**src/rtl/max7219_stream_writer_pkg.sv**
```systemverilog
// max7219_types: MAX7219 register map, writer FSM states and power-up word table
package max7219_types;
    localparam logic [3:0] HDR              = 4'h0;
    localparam logic [3:0] REG_ROW_0        = 4'h1;
    localparam logic [3:0] REG_ROW_1        = 4'h2;
    localparam logic [3:0] REG_ROW_2        = 4'h3;
    localparam logic [3:0] REG_ROW_3        = 4'h4;
    localparam logic [3:0] REG_ROW_4        = 4'h5;
    localparam logic [3:0] REG_ROW_5        = 4'h6;
    localparam logic [3:0] REG_ROW_6        = 4'h7;
    localparam logic [3:0] REG_ROW_7        = 4'h8;
    localparam logic [3:0] REG_DECODE       = 4'h9;
    localparam logic [3:0] REG_INTENSITY    = 4'hA;
    localparam logic [3:0] REG_SCAN_LIMIT   = 4'hB;
    localparam logic [3:0] REG_SHUTDOWN     = 4'hC;
    localparam logic [3:0] REG_DISPLAY_TEST = 4'hF;
    localparam logic [2:0] N_INIT           = 3'd5;

    typedef enum logic [2:0] {IDLE, INIT, LATCH, SHIFT, HOLD, GAP} state_t;

    function automatic logic [15:0] init_word(input logic [2:0] i, input logic [3:0] inten);
        return i == 3'd0 ? {HDR, REG_DISPLAY_TEST, 8'h00} :
               i == 3'd1 ? {HDR, REG_SCAN_LIMIT, 8'h07} :
               i == 3'd2 ? {HDR, REG_DECODE, 8'h00} :
               i == 3'd3 ? {HDR, REG_INTENSITY, 4'h0, inten} :
                           {HDR, REG_SHUTDOWN, 8'h01};
    endfunction
endpackage

```
**src/rtl/max7219_stream_writer_if.sv**
```systemverilog
// max7219_stream_writer_if: parallel load, start/done handshake and serial pins of the shifter
interface max7219_stream_writer_if #(parameter int W = 16);
    logic         start;
    logic         done;
    logic [W-1:0] data;
    logic         sclk;
    logic         din;
    modport master (output start, output data, input done, input sclk, input din);
    modport slave (input start, input data, output done, output sclk, output din);
endinterface

```
**src/rtl/max7219_spi_shift.sv**
```systemverilog
// max7219_spi_shift: loads WIDTH bits on start and shifts them MSB first, CLK_DIV cycles per half bit
module max7219_spi_shift #(
    parameter int WIDTH   = 16,
    parameter int CLK_DIV = 6
) (
    input logic i_Clk,
    input logic i_Rst,
    max7219_stream_writer_if.slave bus
);
    localparam int BW = $clog2(WIDTH + 1);
    localparam int DW = $clog2(CLK_DIV + 1);
    localparam logic [BW-1:0] LAST_BIT = BW'(WIDTH - 1);
    localparam logic [DW-1:0] LAST_DIV = DW'(CLK_DIV - 1);

    logic             busy_q, busy_d, sclk_q, sclk_d, din_q, din_d, tick, last;
    logic [BW-1:0]    bit_q, bit_d;
    logic [DW-1:0]    div_q, div_d;
    logic [WIDTH-1:0] sh_q, sh_d;

    assign bus.done = last;
    assign bus.sclk = sclk_q;
    assign bus.din  = din_q;

    always_comb begin
        tick   = busy_q && div_q == LAST_DIV;
        last   = tick && sclk_q && bit_q == LAST_BIT;
        busy_d = busy_q;
        sclk_d = sclk_q;
        din_d  = din_q;
        bit_d  = bit_q;
        sh_d   = sh_q;
        div_d  = busy_q && !tick ? div_q + 1'b1 : '0;
        if (!busy_q && bus.start) begin
            busy_d = 1'b1;
            sh_d   = bus.data;
            din_d  = bus.data[WIDTH-1];
            sclk_d = 1'b0;
            bit_d  = '0;
        end else if (tick) begin
            sclk_d = !sclk_q;
            // zeros shift in behind the word, so DIN settles low after the last bit
            if (sclk_q) begin
                bit_d  = bit_q + 1'b1;
                sh_d   = sh_q << 1;
                din_d  = sh_q[WIDTH-2];
                busy_d = !last;
            end
        end
    end

    always_ff @(posedge i_Clk or posedge i_Rst)
        if (i_Rst) begin
            busy_q <= 1'b0;
            sclk_q <= 1'b0;
            din_q  <= 1'b0;
            bit_q  <= '0;
            div_q  <= '0;
            sh_q   <= '0;
        end else begin
            busy_q <= busy_d;
            sclk_q <= sclk_d;
            din_q  <= din_d;
            bit_q  <= bit_d;
            div_q  <= div_d;
            sh_q   <= sh_d;
        end
endmodule

```
**src/rtl/max7219_stream_writer.sv**
```systemverilog
// max7219_stream_writer: power-up register writes, then endless refresh of eight row streams
module max7219_stream_writer
    import max7219_types::*;
#(
    parameter int         DISP_ROWS    = 1,
    parameter int         DISP_COLUMNS = 1,
    parameter int         CLK_DIV      = 6,
    parameter logic [3:0] INTENSITY    = 4'h8
) (
    input  logic i_Clk,
    input  logic i_Rst,
    input  logic [0:7][DISP_ROWS-1:0][DISP_COLUMNS-1:0][15:0] i_MAX7219_DataStream,
    output logic o_MAX7219_CLK,
    output logic o_MAX7219_DIN,
    output logic o_MAX7219_CS,
    output logic o_FrameDone
);
    localparam int N  = DISP_ROWS * DISP_COLUMNS;
    localparam int W  = 16 * N;
    localparam int DW = $clog2(CLK_DIV + 1);
    localparam logic [DW-1:0] LAST_DIV = DW'(CLK_DIV - 1);

    state_t        state_q, state_d;
    logic [2:0]    s_q, s_d, idx_q, idx_d, nxt_i, nxt_s;
    logic [DW-1:0] cnt_q, cnt_d;
    logic          cs_q, cs_d, fd_q, fd_d, last, init_nxt;

    max7219_stream_writer_if #(.W(W)) bus ();
    max7219_spi_shift #(.WIDTH(W), .CLK_DIV(CLK_DIV)) u_shift (.i_Clk, .i_Rst, .bus(bus));

    assign o_MAX7219_CLK = bus.sclk;
    assign o_MAX7219_DIN = bus.din;
    assign o_MAX7219_CS  = cs_q;
    assign o_FrameDone   = fd_q;

    // idx_q numbers the power-up write in flight; N_INIT marks streaming
    always_comb begin
        last      = cnt_q == LAST_DIV;
        nxt_i     = state_q == IDLE ? 3'd0 : idx_q + 3'd1;
        init_nxt  = nxt_i < N_INIT;
        nxt_s     = idx_q == N_INIT ? s_q + 3'd1 : 3'd0;
        bus.start = state_q == IDLE || (state_q == GAP && last);
        bus.data  = init_nxt ? {N{init_word(nxt_i, INTENSITY)}} : i_MAX7219_DataStream[nxt_s];
        cnt_d     = (state_q == HOLD || state_q == GAP) && !last ? cnt_q + 1'b1 : '0;
        state_d   = state_q;
        s_d       = s_q;
        idx_d     = idx_q;
        cs_d      = cs_q;
        fd_d      = 1'b0;
        if (bus.start) begin
            cs_d    = 1'b0;
            state_d = init_nxt ? INIT : LATCH;
            idx_d   = init_nxt ? nxt_i : N_INIT;
            s_d     = init_nxt ? s_q : nxt_s;
        end else if (state_q == LATCH) begin
            state_d = SHIFT;
        end else if (bus.done) begin
            state_d = HOLD;
        end else if (state_q == HOLD && last) begin
            state_d = GAP;
            cs_d    = 1'b1;
            fd_d    = idx_q == N_INIT && s_q == 3'd7;
        end
    end

    always_ff @(posedge i_Clk or posedge i_Rst)
        if (i_Rst) begin
            state_q <= IDLE;
            s_q     <= '0;
            idx_q   <= '0;
            cnt_q   <= '0;
            cs_q    <= 1'b1;
            fd_q    <= 1'b0;
        end else begin
            state_q <= state_d;
            s_q     <= s_d;
            idx_q   <= idx_d;
            cnt_q   <= cnt_d;
            cs_q    <= cs_d;
            fd_q    <= fd_d;
        end
endmodule

```
**config.mk**
```make
export PLATFORM = sky130hd
export DESIGN_NAME = max7219_stream_writer
export DESIGN_NICKNAME = d
export VERILOG_FILES = /design/src/rtl/max7219_stream_writer_pkg.sv /design/src/rtl/max7219_stream_writer_if.sv /design/src/rtl/max7219_spi_shift.sv /design/src/rtl/max7219_stream_writer.sv
export SDC_FILE = /design/constraint.sdc
export NUM_CORES = 1
export LEC_CHECK = 0
export ABC_AREA = 1
export BUFFER_PORTS_ARGS = -buffer_cell sky130_fd_sc_hd__buf_4
export CAP_MARGIN = 5
export CELL_PAD_IN_SITES_DETAIL_PLACEMENT = 1
export CELL_PAD_IN_SITES_GLOBAL_PLACEMENT = 2
export CORE_MARGIN = 2
export CORE_UTILIZATION = 24
export CTS_CLUSTER_SIZE = 25
export DETAILED_ROUTE_END_ITERATION = 10
export PLACE_DENSITY_LB_ADDON = 0.1
export SYNTH_ARGS = -nofsm -noshare
export SYNTH_HDL_FRONTEND = slang
export SYNTH_SLANG_ARGS = --single-unit
```
**constraint.sdc**
```tcl
create_clock -name i_Clk -period 2 [get_ports i_Clk]
set_input_delay 0.3 -clock i_Clk [delete_from_list [all_inputs] [get_ports i_Clk]]
set_output_delay 0.3 -clock i_Clk [all_outputs]
set_load 0.01 [all_outputs]
```
# After elaboration in Yosys (flattened, before gate mapping)
# Index checks and enable logic that the tools add are counted.
# totals
register_bits	40
latch_bits	0
ram_bits	0
mem_bits_ro	0
in_bits	130
out_inout_bits	4
word_cells	99
n_memories	0
# classes
add_sub_neg	5
multipliers	0
div_mod_pow	0
order_cmp	2
n_eq_ne	13
n_shift	0
mux	40
n_bitwise	2
n_reduce_logical	25
# op_table
op	count
16-bit binary-select mux with 3-bit select	1
16-bit 2-to-1 mux	3
15-bit 2-to-1 mux	3
11-bit 2-to-1 mux	4
3-bit 2-to-1 mux	9
3-bit == test (second input constant)	6
1-bit 2-to-1 mux	16
5-bit 2-to-1 mux	3
3-bit by 1-bit adder with 3-bit output (second input constant)	4
3-bit by 2-bit == test with 1-bit output (second input constant)	3
1-bit logical AND	9
3-bit logical NOT	2
2-bit nonzero test	3
5-bit by 1-bit adder with 5-bit output (second input constant)	1
5-bit by 4-bit == test with 1-bit output (second input constant)	1
1-bit logical NOT	5
4-bit greater-or-equal comparator (second input constant)	1
2-bit by 1-bit != test with 1-bit output (second input constant)	2
3-bit NOT with 4-bit output	1
2-bit AND reduction	2
4-bit nonzero test	1
3-bit by 1-bit == test with 1-bit output (second input constant)	1
3-bit less-than comparator (second input constant)	1
3-bit AND reduction	1
3 further kinds	4

# Longest topological paths before layout
# logic_depth
ltp_word	9
ltp_mapped	14
mapped_depth_nobuf	13

# By module
# From an unflattened synthesis, not the netlist that was laid out.
# unflattened
cells_unflattened	598
area_unflattened_um2	3594.7
# modules_own_cells
mod	instances	cells_per_inst	area_per_inst_um2	seq_area_each_um2
max7219_stream_writer	1	416	2213.4	351.6
max7219_spi_shift	1	182	1381.3	650.6

# Worst setup path before layout
# Ideal clock, no wire load.
# synth_path
path_kind	register to register
from	reg s_q[0]
to	reg u_shift.din_q (netlist: u_shift.bus.din)
setup_time_ps	123
arrival_ps	1591
required_ps	1877
slack_ps	285
path_stages_with_launch	9
n_path_buf	2
cell_sequence	dfrtp_1 ha_1 ha_1 nand2_1 buf_2 clkbuf_1 nand2_1 nand3_1 a21oi_1
# synth_via
elab_chain_len	8
# synth_lines
element	line	rtl
from (decl)	max7219_stream_writer.sv:24	logic [2:0] s_q, s_d, idx_q, idx_d, nxt_i, nxt_s;
from (signal assigned)	max7219_stream_writer.sv:69	s_q <= '0;
from (signal assigned)	max7219_stream_writer.sv:76	s_q <= s_d;
3-bit by 1-bit adder with 3-bit output	max7219_stream_writer.sv:41	nxt_s = idx_q == N_INIT ? s_q + 3'd1 : 3'd0;
3-bit 2-to-1 mux	max7219_stream_writer.sv:41	
3-bit NOT with 4-bit output (implied by the code)	max7219_stream_writer.sv:43	bus.data = init_nxt ? {N{init_word(nxt_i, INTENSITY)}} : i_MAX7219_DataStream[nxt_s];
16-bit binary-select mux with 3-bit select	max7219_stream_writer.sv:43	
16-bit 2-to-1 mux (implied by the code) (2 in series)	max7219_stream_writer.sv:43	
16-bit 2-to-1 mux	max7219_stream_writer.sv:43	
1-bit 2-to-1 mux	max7219_spi_shift.sv:33	if (!busy_q && bus.start) begin
to (signal assigned)	max7219_spi_shift.sv:62	din_q <= din_d;
to (decl)	max7219_spi_shift.sv:15	logic busy_q, busy_d, sclk_q, sclk_d, din_q, din_d, tick, last;
# No other way between the ends. The select of a mux whose other input is x is not followed.
# A chain may end at the register's enable or synchronous reset.

# Worst setup path after layout
# layout_path
from	reg s_q[0]
to	reg u_shift.sh_q[10]
# layout_via
elab_chain_len	8
# layout_lines
element	line	rtl
3-bit by 1-bit adder with 3-bit output	max7219_stream_writer.sv:41	
3-bit 2-to-1 mux	max7219_stream_writer.sv:41	
3-bit NOT with 4-bit output (implied by the code)	max7219_stream_writer.sv:43	
16-bit binary-select mux with 3-bit select	max7219_stream_writer.sv:43	
16-bit 2-to-1 mux (implied by the code) (2 in series)	max7219_stream_writer.sv:43	
16-bit 2-to-1 mux	max7219_stream_writer.sv:43	
15-bit 2-to-1 mux	max7219_spi_shift.sv:33	
to (signal assigned)	max7219_spi_shift.sv:58	sh_q <= '0;
to (signal assigned)	max7219_spi_shift.sv:65	sh_q <= sh_d;
to (decl)	max7219_spi_shift.sv:18	logic [WIDTH-1:0] sh_q, sh_d;
# No other way between the ends. The select of a mux whose other input is x is not followed.

==> flow_metrics.env <==
export IMPL_status="finished clean"
export IMPL_rows=42
export IMPL_path_class="reg -> reg"
export IMPL_worst_setup_path_end_kind="register"
export IMPL_synth_flop_cell="dfrtp_1"
export IMPL_p_leak_nw=2.559
export IMPL_fillerInstances=1714
export IMPL_synth_seq_area_share=0.3058
export IMPL_synth_distinct_cells=30
export IMPL_crit_fanout=23
export IMPL_cts_sinks=40
export IMPL_fin_crit_ns=1.822
export IMPL_crit_required_ns=2.18
export IMPL_multiInputGateArea_um2=1997
export IMPL_routedWlPerCell_um=14.91
export IMPL_synth_edf_count=0
export IMPL_maxSlewViolCount=0
export IMPL_drtAntennaViolNets=0
export IMPL_ys_ff_latch=40
export IMPL_crit_family="simple AND/OR/NAND/NOR gates"
export IMPL_grt_remaining_overflow=0
export IMPL_ctsResizeCount=0
export IMPL_relSlewSlack=0.6395
export IMPL_rsz0062_at_grt="no"
export IMPL_ctsLongestPathBuffers=2
export IMPL_route_detailed_drc=0
export IMPL_postCtsHoldBufs=0
export IMPL_drive_above_1_share=0.2720
export IMPL_fin_tns_setup_ns=0
export IMPL_vias=3902
export IMPL_hold_path_class="in -> async"
export IMPL_dr_pass1_iters=4
export IMPL_timing_max_cap_violations=0
export IMPL_synth_most_common_cell="nand2_1"
export IMPL_hold_viol_final=0
export IMPL_netlist_area_um2=3277
export IMPL_clock_tree_root_cell="clkbuf_16"
export IMPL_antenna_cells=0
export IMPL_dp_final_hpwl_um=9779
export IMPL_wirelength_um=12600
export IMPL_ir_drop_uv=336.6
export IMPL_globalRouteTotalUtil=0.1768
export IMPL_final_area_um2=4725
export IMPL_clkTransAtPathRegs_ns=0.06
export IMPL_port_buffers=133
export IMPL_antenna_found_initial=0
export IMPL_cts_tree="built"
export IMPL_p_per_area_nw_per_um2=429.1
export IMPL_post_dp_cell_area_um2=4526
export IMPL_start_kind="register"
export IMPL_fin_nets=808
export IMPL_fmax_ghz=0.5489
export IMPL_gp_congestion=0.7752
export IMPL_grt_max_degree=61
export IMPL_crit_chain="ha_1, ha_1, nand2_2, buf_12, nor2_1, o21ai_0, nand3_1, nand3_1, nand2_1, nand2_1, nand2_1"
export IMPL_final_seq_area_um2=1003
export IMPL_core_area_um2=13300
export IMPL_cpPeakStageDelay_ns=0.44
export IMPL_min_period_over_period=0.9109
export IMPL_die_width_um=120.9
export IMPL_fin_util=0.3554
export IMPL_critPathSlowestCell="dfrtp_2"
export IMPL_crit_buf_inv=1
export IMPL_start_util=0.2465
export IMPL_grt_pass1_vias=4139
export IMPL_syn_nets=679
export IMPL_fin_worst_skew_ns=0.004395
export IMPL_area_growth_pct=44.18
export IMPL_crit_arrival_ns=2.00
export IMPL_h_tree_depth=2
export IMPL_async_flop_share=1.000
export IMPL_die_height_um=120.9
export IMPL_critPathMostFrequentCell="nand2_1"
export IMPL_num_io_pins=134
export IMPL_setup_viol=0
export IMPL_first_iter_violations=112
export IMPL_synth_cells_most_frequent="nand2_1 (195), nand3_1 (74), nor2_1 (63)"
export IMPL_post_synth_top_area_fraction=0.2978
export IMPL_dieArea_um2=14600
export IMPL_numCtsBuffers=5
export IMPL_worstMarginPinSlew_ns=0.5408
export IMPL_grt_first_pass_wirelength_um=20600
export IMPL_clock_latency_ns=0.28
export IMPL_netlist_instances=539
export IMPL_syn_area_per_cell_um2=6.080
export IMPL_post_cts_buffers=0
export IMPL_yosysTopAreaCell="dfrtp_1"
export IMPL_viasPerCell=4.618
export IMPL_ys_warnings_count=0
export IMPL_synthTopCellsByArea="dfrtp_1 (30%), nand2_1 (22%), nand3_1 (11%)"
-- worst min-delay path: stages --
cell,delay [ns]
buf_4,0.11
inv_1,0.04
buf_4,0.45
-- cell usage in the layout (no fill, tap or decap) --
master      instances
nand2_1           193
buf_4             144
nand3_1            73
nor2_1             63
inv_1              40
dfrtp_1            38
o21ai_0            32
a21oi_1            15
ha_1               10
nor3_1              8
inv_2               5
or2_2               5
clkbuf_16           5
nand2_2             4
buf_12              4
xnor2_1             3
o21ai_1             3
nor2_4              2
o211ai_1            2
nand2_4             2
o22ai_1             2
inv_4               1
nand3b_2            1
nor2_2              1
o21ai_4             1
nand4_1             1
xor2_1              1
a22oi_1             1
nand3_2             1
a31oi_1             1
a21boi_1            1
nor2_8              1
bufinv_16           1
clkinvlp_4          1
clkinv_2            1
dfstp_2             1
dfrtp_2             1
-- flip-flops by register name, indices dropped and copies added, names as in the netlist --
| signal | flops |
|---|---|
| state_q | 3 |
| u_shift.bus.sclk | 1 |
| o_MAX7219_CS | 1 |
| cnt_q | 3 |
| u_shift.bus.din | 1 |
| o_FrameDone | 1 |
| idx_q | 3 |
| u_shift.bit_q | 5 |
| u_shift.div_q | 3 |
| u_shift.sh_q | 15 |
| s_q | 3 |
| u_shift.busy_q | 1 |
-- per-stage QoR --
step	std cells	setup slack (ns)	hold WS [ns]	total power (W)
after detailed placement	837	0.07715	0.4614	0.001119
after CTS	845	0.04712	0.1835	0.002062
after floorplan	539	0.2850	0.4367	0.0009004
final	845	0.1782	0.1627	0.002027
after global routing	845	0.001267	0.2038	0.002124
after global placement	837	0.1481	0.4492	0.001118
-- where the power goes --
group          internal [W]  switching [W]
sequential         0.000809              0
clock              0.000587       0.000342
combinational      0.000192      0.0000984
-- worst paths after layout --
check,from,end,cells after the start,slack [ns]
min in group i_Clk,u_shift.div_q[0],u_shift.div_q[0],1,0.47
setup / recovery,s_q[0],u_shift.sh_q[10],11,0.18
hold / removal,i_Rst,u_shift.busy_q,3,0.16
max in group asynchronous,i_Rst,s_q[0],3,1.44
setup reg to reg,s_q[0],u_shift.sh_q[10],11,0.18
hold reg to reg,u_shift.div_q[0],u_shift.div_q[0],1,0.47
-- metal layers --
metal	wire length, um	up-vias	GRT usage
li1	-	1967	-
met1	5510	1841	0.2151
met2	6446	83	0.3311
met3	527	11	0.02632
met4	112	0	0.02907
met5	0	-	0
-- cell families after synthesis --
logic type,count (synthesis),synth area share
AO/OA/AOI/OAI,58,0.09622
XOR/XNOR,4,0.01069
adder cells (fa/ha/maj),10,0.03818
buffers and inverters,72,0.09088
flip-flops,40,0.3058
AND/OR/NAND/NOR,355,0.4582
-- layout make-up --
class                      count  share of cell area
multi-input combinational    427              0.4227
timing repair buffer         148              0.2458
sequential                    40              0.2124
tap                          176             0.04661
inverter                      46             0.03708
clock buffer                   5             0.02648
clock inverter                 3            0.009004
No activity file was read; power rests on OpenSTA's default activity.
